File: src/rtl/argmax_hex_ctrl_if.sv
// rtl/argmax_hex_ctrl_if.sv - request/result bundle for the argmax hex controller
interface argmax_hex_ctrl_if #(
    parameter int WIDTH       = 8,
    parameter int NUM_CLASSES = 10
);
    logic                         start;
    logic [WIDTH*NUM_CLASSES-1:0] data;
    logic                         busy;
    logic                         done;
    logic [3:0]                   class_idx;
    logic                         tie;
    logic [6:0]                   hex;

    modport master (
        output start, data,
        input  busy, done, class_idx, tie, hex
    );

    modport slave (
        input  start, data,
        output busy, done, class_idx, tie, hex
    );
endinterface

File: src/rtl/argmax_hex_ctrl.sv
// rtl/argmax_hex_ctrl.sv - time-multiplexed argmax over FFN scores with 7-segment result; ARGMAX_SIGNED_EN selects signed scores
module argmax_hex_ctrl #(
    parameter int WIDTH       = 8,
    parameter int NUM_CLASSES = 10
) (
    input  logic               clock,
    input  logic               reset,
    argmax_hex_ctrl_if.slave   bus
);
    localparam int IW = (NUM_CLASSES > 1) ? $clog2(NUM_CLASSES) : 1;
    localparam logic [IW-1:0] LAST_IDX = IW'(NUM_CLASSES - 1);

    typedef enum logic [1:0] {
        S_IDLE,
        S_SCAN,
        S_DONE
    } state_t;

    state_t           r_state;
    logic [WIDTH-1:0] r_shadow [NUM_CLASSES];
    logic [WIDTH-1:0] r_best;
    logic [3:0]       r_best_idx;
    logic             r_tie;
    logic [IW-1:0]    r_i;

    logic             r_busy;
    logic             r_done;
    logic [3:0]       r_class_idx;
    logic             r_tie_out;
    logic [6:0]       r_hex;

    logic [WIDTH-1:0] w_elem;
    logic             w_gt;
    logic             w_eq;

    // Active-low segment pattern {g,f,e,d,c,b,a} for a hex digit
    function automatic logic [6:0] f_hex(input logic [3:0] idx);
        logic [6:0] seg;
        case (idx)
            4'h0: seg = 7'b1000000;
            4'h1: seg = 7'b1111001;
            4'h2: seg = 7'b0100100;
            4'h3: seg = 7'b0110000;
            4'h4: seg = 7'b0011001;
            4'h5: seg = 7'b0010010;
            4'h6: seg = 7'b0000010;
            4'h7: seg = 7'b1111000;
            4'h8: seg = 7'b0000000;
            4'h9: seg = 7'b0010000;
            4'hA: seg = 7'b0001000;
            4'hB: seg = 7'b0000011;
            4'hC: seg = 7'b1000110;
            4'hD: seg = 7'b0100001;
            4'hE: seg = 7'b0000110;
            4'hF: seg = 7'b0001110;
        endcase
        return seg;
    endfunction

    // The single shared comparator: current element against the running best
    assign w_elem = r_shadow[r_i];
`ifdef ARGMAX_SIGNED_EN
    assign w_gt   = $signed(w_elem) > $signed(r_best);
`else
    assign w_gt   = w_elem > r_best;
`endif
    assign w_eq   = (w_elem == r_best);

    // Scan scheduler: capture, walk one element per cycle, publish result
    always_ff @(posedge clock or negedge reset) begin
        if (!reset) begin
            r_state     <= S_IDLE;
            for (int c = 0; c < NUM_CLASSES; c++) begin
                r_shadow[c] <= '0;
            end
            r_best      <= '0;
            r_best_idx  <= '0;
            r_tie       <= 1'b0;
            r_i         <= '0;
            r_busy      <= 1'b0;
            r_done      <= 1'b0;
            r_class_idx <= '0;
            r_tie_out   <= 1'b0;
            r_hex       <= 7'b1111111;
        end else begin
            // busy/done lag the state by one edge so they span SCAN..DONE exactly
            r_busy <= (r_state != S_IDLE);
            r_done <= (r_state == S_DONE);
            case (r_state)
                S_IDLE: begin
                    if (bus.start) begin
                        for (int c = 0; c < NUM_CLASSES; c++) begin
                            r_shadow[c] <= bus.data[c*WIDTH +: WIDTH];
                        end
                        r_best     <= bus.data[0 +: WIDTH];
                        r_best_idx <= '0;
                        r_tie      <= 1'b0;
                        r_i        <= IW'(1);
                        r_state    <= S_SCAN;
                    end
                end
                S_SCAN: begin
                    if (w_gt) begin
                        r_best     <= w_elem;
                        r_best_idx <= 4'(r_i);
                        r_tie      <= 1'b0;
                    end else if (w_eq) begin
                        r_tie      <= 1'b1;
                    end
                    if (r_i == LAST_IDX) begin
                        r_state <= S_DONE;
                    end else begin
                        r_i <= r_i + IW'(1);
                    end
                end
                S_DONE: begin
                    r_class_idx <= r_best_idx;
                    r_tie_out   <= r_tie;
                    r_hex       <= r_tie ? 7'b1110111 : f_hex(r_best_idx);
                    r_state     <= S_IDLE;
                end
                default: begin
                    r_state <= S_IDLE;
                end
            endcase
        end
    end

    assign bus.busy      = r_busy;
    assign bus.done      = r_done;
    assign bus.class_idx = r_class_idx;
    assign bus.tie       = r_tie_out;
    assign bus.hex       = r_hex;
endmodule

File: src/flat_wrapper.sv
// flat-port wrapper written by rule: the top's interface ports become plain ports
module argmax_hex_ctrl_flat 
#(
    parameter int WIDTH       = 8,
    parameter int NUM_CLASSES = 10
)
  (clock, reset, bus_start, bus_data, bus_busy, bus_done, bus_class_idx, bus_tie, bus_hex);
  argmax_hex_ctrl_if #(.WIDTH(WIDTH), .NUM_CLASSES(NUM_CLASSES)) bus_i ();
  input  logic clock;
  input  logic reset;
  input wire logic [$bits(bus_i.start)-1:0] bus_start;
  input wire logic [$bits(bus_i.data)-1:0] bus_data;
  output wire logic [$bits(bus_i.busy)-1:0] bus_busy;
  output wire logic [$bits(bus_i.done)-1:0] bus_done;
  output wire logic [$bits(bus_i.class_idx)-1:0] bus_class_idx;
  output wire logic [$bits(bus_i.tie)-1:0] bus_tie;
  output wire logic [$bits(bus_i.hex)-1:0] bus_hex;
  assign bus_i.start = bus_start;
  assign bus_i.data = bus_data;
  assign bus_busy = bus_i.busy;
  assign bus_done = bus_i.done;
  assign bus_class_idx = bus_i.class_idx;
  assign bus_tie = bus_i.tie;
  assign bus_hex = bus_i.hex;
  argmax_hex_ctrl #(.WIDTH(WIDTH), .NUM_CLASSES(NUM_CLASSES)) u_core (.clock(clock), .reset(reset), .bus(bus_i));
endmodule
File: config.mk
export PLATFORM = sky130hd
export DESIGN_NAME = argmax_hex_ctrl_flat
export DESIGN_NICKNAME = d
export VERILOG_FILES = /design/src/rtl/argmax_hex_ctrl_if.sv /design/src/rtl/argmax_hex_ctrl.sv /design/src/flat_wrapper.sv
export SDC_FILE = /design/constraint.sdc
export NUM_CORES = 1
export LEC_CHECK = 0
export ABC_AREA = 1
export CORE_MARGIN = 2
export CORE_UTILIZATION = 55
export CTS_BUF_LIST = sky130_fd_sc_hd__clkbuf_8
export CTS_CLUSTER_SIZE = 14
export DETAILED_ROUTE_END_ITERATION = 8
export PLACE_DENSITY = 0.81
export SYNTH_ARGS = -nofsm -noshare
export SYNTH_HDL_FRONTEND = slang
export SYNTH_SLANG_ARGS = --single-unit
File: constraint.sdc
create_clock -name clock -period 2.8 [get_ports clock]
set_input_delay 0.56 -clock clock [delete_from_list [all_inputs] [get_ports clock]]
set_output_delay 0.56 -clock clock [all_outputs]
set_load 0.03 [all_outputs]
Word level (Yosys, flattened, before mapping)
Memory sizes are Yosys's and may differ from the RTL's.
Cells that the tools add are included.

cells by class
  equal/unequal tests = 9
  order comparisons = 2
  shift operators = 0
  divide/modulo/power cells = 0
  muxes and demuxes = 20
  bitwise gates (word level) = 1
  reductions and logical operators = 8
  $add $sub $neg = 1
  multipliers = 0

operators with widths
  kind                   count
  $bmux W8 S4            1
  $mux W8                4
  $mux W4                4
  $pmux W4 S2            2
  $pmux W8 S2            1
  $reduce_and A3 Y1      3
  $eq A8 B8 Y1           1
  $gt A8 B8 Y1           1
  $mux W7                1
  $ge A5 B5 Y1 const B   1
  $not A4 Y5             1
  $add A4 B1 Y4 const B  1
  $eq A4 B4 Y1 const B   1
  $mux W2                2
  $ne A2 B1 Y1 const B   2
  $ne A2 B2 Y1 const B   2
  $pmux W2 S2            1
  $reduce_and A2 Y1      2
  $reduce_bool A2 Y1     2
  $mux W1                3
  $ne A3 B1 Y1 const B   1
  $eq A2 B1 Y1 const B   1
  $eq A2 B2 Y1 const B   1
  $logic_not A2 Y1       1
  $pmux W1 S2            1

storage, ports and cells
  bits of input ports = 83
  output and inout port bits = 14
  bits in read-only memories = 112
  register bits = 113
  bits in latches = 0
  memory bits (writable) = 0
  memories kept = 1
  logic and storage cells = 62

memory list
  name              words  bits a word  read ports  clocked after memory_dff  write ports  RTL line               RTL
  (name not given)  16     7            1           0                         0            argmax_hex_ctrl.sv:39  case (idx)

Logic depth before layout (Yosys ltp)
  depth in word-level cells = 8
  mapped depth = 20
  mapped depth without buffers = 17

Worst setup path before layout
Ideal clock, no wire load.

  path kind = register -> register
  from = register u_core.r_i[0]
  to = register u_core.r_best[1]
  setup time = 0.116 ns
  arrival time = 2.080 ns
  period minus slack after synthesis = 2.197 ns
  path buffers = 3
  required time = 2.684 ns
  cell stages (with the launch flop) = 19
  path slack = 0.603 ns
  cells stage by stage = dfrtp_1 buf_2 clkbuf_1 nand2_1 nand2_1 nand3_1 nand3_1 nand2_1 ha_1 nand2_1 nor2_1 nand3_1 nand2_1 inv_1 nand2_2 buf_6 nor2_1 nand2_1 nand2_1

on the way
  longest elaborated chain between the ends = 7
  elaborated cells on any way between the ends = 9
  classes of those cells = 1 x order compare; 1 x eq/ne; 5 x mux; 1 x bitwise; 1 x reduce/logical

RTL lines
  item                                           RTL line                RTL
  start: declaration                             argmax_hex_ctrl.sv:24   logic [IW-1:0] r_i;
  start signal: assignment                       argmax_hex_ctrl.sv:113  r_i <= r_i + IW'(1);
  $not A4 Y5 (not written as such) *             argmax_hex_ctrl.sv:61   assign w_elem = r_shadow[r_i];
  $bmux W8 S4 *                                  argmax_hex_ctrl.sv:61
  $mux W8 (not written as such) * (2 in series)  argmax_hex_ctrl.sv:61
  $gt A8 B8 Y1                                   argmax_hex_ctrl.sv:65   assign w_gt = w_elem > r_best;
  $ne A2 B1 Y1 (no source line)                  n/a
  $reduce_and A3 Y1 (no source line)             n/a
  end signal: assignment                         argmax_hex_ctrl.sv:95   r_best <= bus.data[0 +: WIDTH];
  end signal: assignment                         argmax_hex_ctrl.sv:104  r_best <= w_elem;
  end: declaration                               argmax_hex_ctrl.sv:21   logic [WIDTH-1:0] r_best;

Every way passes the cells marked *; elsewhere a longest branch is shown, timed or not. The select of a mux whose other input is x is not followed.
A chain may end at the register's enable or synchronous reset.

Final worst setup path
  from = register u_core.r_i[0]
  to = register u_core.r_best[3]

Same word-level chain as after synthesis.

==> results.txt <==
Summed over all failing endpoints, the final setup total negative slack is 0 ns. The number of H-tree levels came out at 4. On the worst path, the slowest cell contributes a delay of 0.41 ns. Across all layers, the routed design uses 5229 vias. After clock tree synthesis, the clock-pin slew on the worst setup and hold paths is 0.07 ns. Setup repair after global routing left no endpoint under its margin. The area growth from synthesis to final layout was 27.9%.

The final critical path takes up 92.0% of the cycle. The count of flip-flops with a built-in enable after synthesis was 0; the total of cells resized after clock tree synthesis was 0. Cells with a size suffix above 1 make up 7.61% of the layout. The final layout contains routed wiring with a total length of 14000 um. TritonCTS built the clock tree.

The signal on the critical path passes through inv_1 > buf_4 > o21ai_0 > nand3_1 > nand3_1 > nand2_1 > ha_1 > inv_1 > o21bai_1 > nand2_1 > nand2_1 > nand2_1 > nand2_1 > nand2_4 > buf_6 > nor2_1 > nand2_1 > nand2_1. Summing every instance area after synthesis gives 0.00562 sq mm. 97 I/O pins were placed.

For this configuration, the core starts out at a cell density of 56.9%. The share of synthesized area in the top cell type comes to 47.2%. STA classifies the critical path endpoint as a flop. Synthesis instantiated 27 different standard cells from the library. Global routing used 26.9% of the available tracks. Slowest cell on the critical path: sky130_fd_sc_hd__dfrtp_2.

The leading area contributor after synthesis is sky130_fd_sc_hd__dfrtp_1. Instance count of the mapped netlist: 752. The first TritonRoute pass finished after 5 iterations.

By area the synthesized netlist is led by sky130_fd_sc_hd__dfrtp_1 47%, sky130_fd_sc_hd__nand2_1 21%, sky130_fd_sc_hd__o21ai_0 5.2%. After synthesis, flip-flops and latches occupy 50.5% of the total area. The clock drives 113 sinks. The maximum vdd drop was 550 uV; the HPWL after detailed placement was 9520 um.

For the final database, setup skew stands at 0.00850 ns. The tools report the number of diodes as 0. The final-report max-slew violation count was 0. The largest buffer count on any clock path was 2; the post-synthesis async set-or-reset flop share was 100%. The via count of the first global-routing pass was 5150.

Post-synthesis register bit count: 113. Across all hold checks on the routed design, the worst slack comes to 0.113 ns. The number of core rows was 36. The leading cell type by number of instances after synthesis is sky130_fd_sc_hd__nand2_1. Mean number of vias per cell: 5.30. The number of hold violations in the final report was 0; the setup slack at placement was 0.169 ns.

For the worst setup path, the data arrival time is 2.96 ns. Of all nets on the critical path, the largest fanout is 24. The critical path in this run is classified as flop to flop. The pin slew with the least headroom to its limit works out to 0.961 ns. Summed over all cells, the static leakage comes to 0.00360 uW.

The critical path required time was 3.18 ns; the total die area was 0.0110 sq mm. The run gives 104 as the maximum number of pins on one net before global-route repair. The number of remaining DRC errors was 0; the max-slew headroom at the worst pin was 35.9%. Setup violations remaining at the end of the flow were counted as 0. The commonest cells after synthesis are 315 x sky130_fd_sc_hd__nand2_1, 106 x sky130_fd_sc_hd__dfrtp_1, 76 x sky130_fd_sc_hd__nor2_1, 58 x sky130_fd_sc_hd__o21ai_0, 54 x sky130_fd_sc_hd__inv_1. After detailed routing, the average wire length per cell comes to 14.2 um. For the area of the core region, the log shows 0.00986 sq mm. The die is 105 um wide.

The clock reaches the later pin of the worst-skew pair after 0.44 ns. The hold buffer count at CTS was 0. For this run, the leading register cell type out of synthesis is sky130_fd_sc_hd__dfrtp_1. For this run, the post-layout net count is 939.

The count of nets left with antenna violations once routing finished came out at 0. The number of antenna violations at the first check in global routing was 0; the die height was 105 um. TritonCTS created 17 clock buffers. The cell at the root of the clock tree was sky130_fd_sc_hd__clkbuf_8. The layout filler cell count came out at 757.

The run finished with clean final reports. The tools report the initial DRC count as 355. STA classifies the critical path startpoint as a flop. The ratio of total power to cell area was 1230 mW/mm^2. The routed design could run at a clock period as short as 2.58 ns. Cell repeated most along the worst path: sky130_fd_sc_hd__nand2_1. During synthesis, Yosys emitted a total of 0 warnings.

Final weighted congestion in routability-driven placement: 0.886. The kind of path behind the tightest hold check was input port to asynchronous set/reset pin. After layout, the worst setup slack is 0.224 ns. In this run the tool buffered the top-level ports with 96 buffer cells.

Across the run, the number of max-cap violations was 0. Achievable frequency: 388 MHz. For this run the aggregate overflow at the end of global routing stands at 0. The number of setup buffers added after CTS is 0. Dividing the synthesized area by the synthesized cell count gives 7.47 sq um. When the netlist entered floorplanning its net count stood at 850. The first global-routing pass estimated 23600 um of wire.
worst max-delay path: cells and delay by family, from the launching register on:
kind,cells,cell delay [ns]
simple gates,11,0.94
buf+inv,4,0.49
flops,1,0.41
compound gates,2,0.37
fa+ha+maj,1,0.29
report_power, final:
part	switching, uW	internal, uW	total (uW)
Combinational	2590	1510	4100
Clock	696	1170	1870
Sequential	446	2450	2890
path summary, 6_finish.rpt:
kind                                                  from                         endpoint  cells past startpoint  slack (ns)
max in group asynchronous                            reset    u_core.bus.hex[3]$_DFFE_PN1P_                      2        1.95
hold reg to reg            u_core.r_shadow[33]$_DFFE_PN0P_  u_core.r_shadow[33]$_DFFE_PN0P_                      2        0.47
min in group clock         u_core.r_shadow[33]$_DFFE_PN0P_  u_core.r_shadow[33]$_DFFE_PN0P_                      2        0.47
setup / recovery                 u_core.r_i[0]$_DFFE_PN0P_     u_core.r_best[3]$_DFFE_PN0P_                     18        0.22
hold / removal                                       reset  u_core.r_shadow[32]$_DFFE_PN0P_                      1        0.11
setup reg to reg                 u_core.r_i[0]$_DFFE_PN0P_     u_core.r_best[3]$_DFFE_PN0P_                     18        0.22
cell type report:
cell class	instances	area (sq um)	area share (%)
timing repair buffer	109	1080	15.1
inverter	58	218	3.03
clock buffer	18	248	3.45
clock inverter	14	235	3.28
multi-input combinational	542	2390	33.3
sequential	113	2840	39.5
tap	133	166	2.32
through the flow:
stage          power, uW  util, %  area, sq um  cells
6_report            8860     72.8         7180    987
5_1_grt             9580     72.8         7180    987
4_1_cts             8800     72.7         7170    987
3_5_place_dp        6880     67.8         6690    955
3_3_place_gp        6690     67.8         6690    955
2_1_floorplan       5730        -         5620    752
cell families after synthesis:
logic type	after synthesis	synth area share (%)
adders and majority gates	15	3.34
and+or+nand+nor	450	31.7
buffers and inverters	97	7.13
AOI/OAI and AO/OA	77	7.31
DFF	113	50.5
layout by cell type (no fill, tap or decap), drive strengths merged, types with 4 or more instances in the layout:
cell,n
nand2,316
bufinv,6
a21oi,10
nor2,79
a31oi,5
dfrtp,106
ha,15
inv,59
clkinv,4
clkbuf,18
nand3,52
o21ai,58
clkdlybuf4s50,95
dfstp,7
buf,14
state kept, by name (all words and copies together) (netlist names):
register / cells
u_core.bus.hex: 7
u_core.r_best_idx: 4
u_core.bus.tie: 1
u_core.r_tie: 1
u_core.bus.done: 1
u_core.r_state: 2
u_core.bus.busy: 1
u_core.bus.class_idx: 4
u_core.r_i: 4
u_core.r_shadow: 80
u_core.r_best: 8
metal layers:
layer / part of all wire (%) / global-route usage (%)
met5: 0 / 0
met2: 50 / 44.9
met4: 2.1 / 10.0
met1: 42 / 34.1
met3: 6.0 / 6.30
Power figures use the tool's default switching activity.
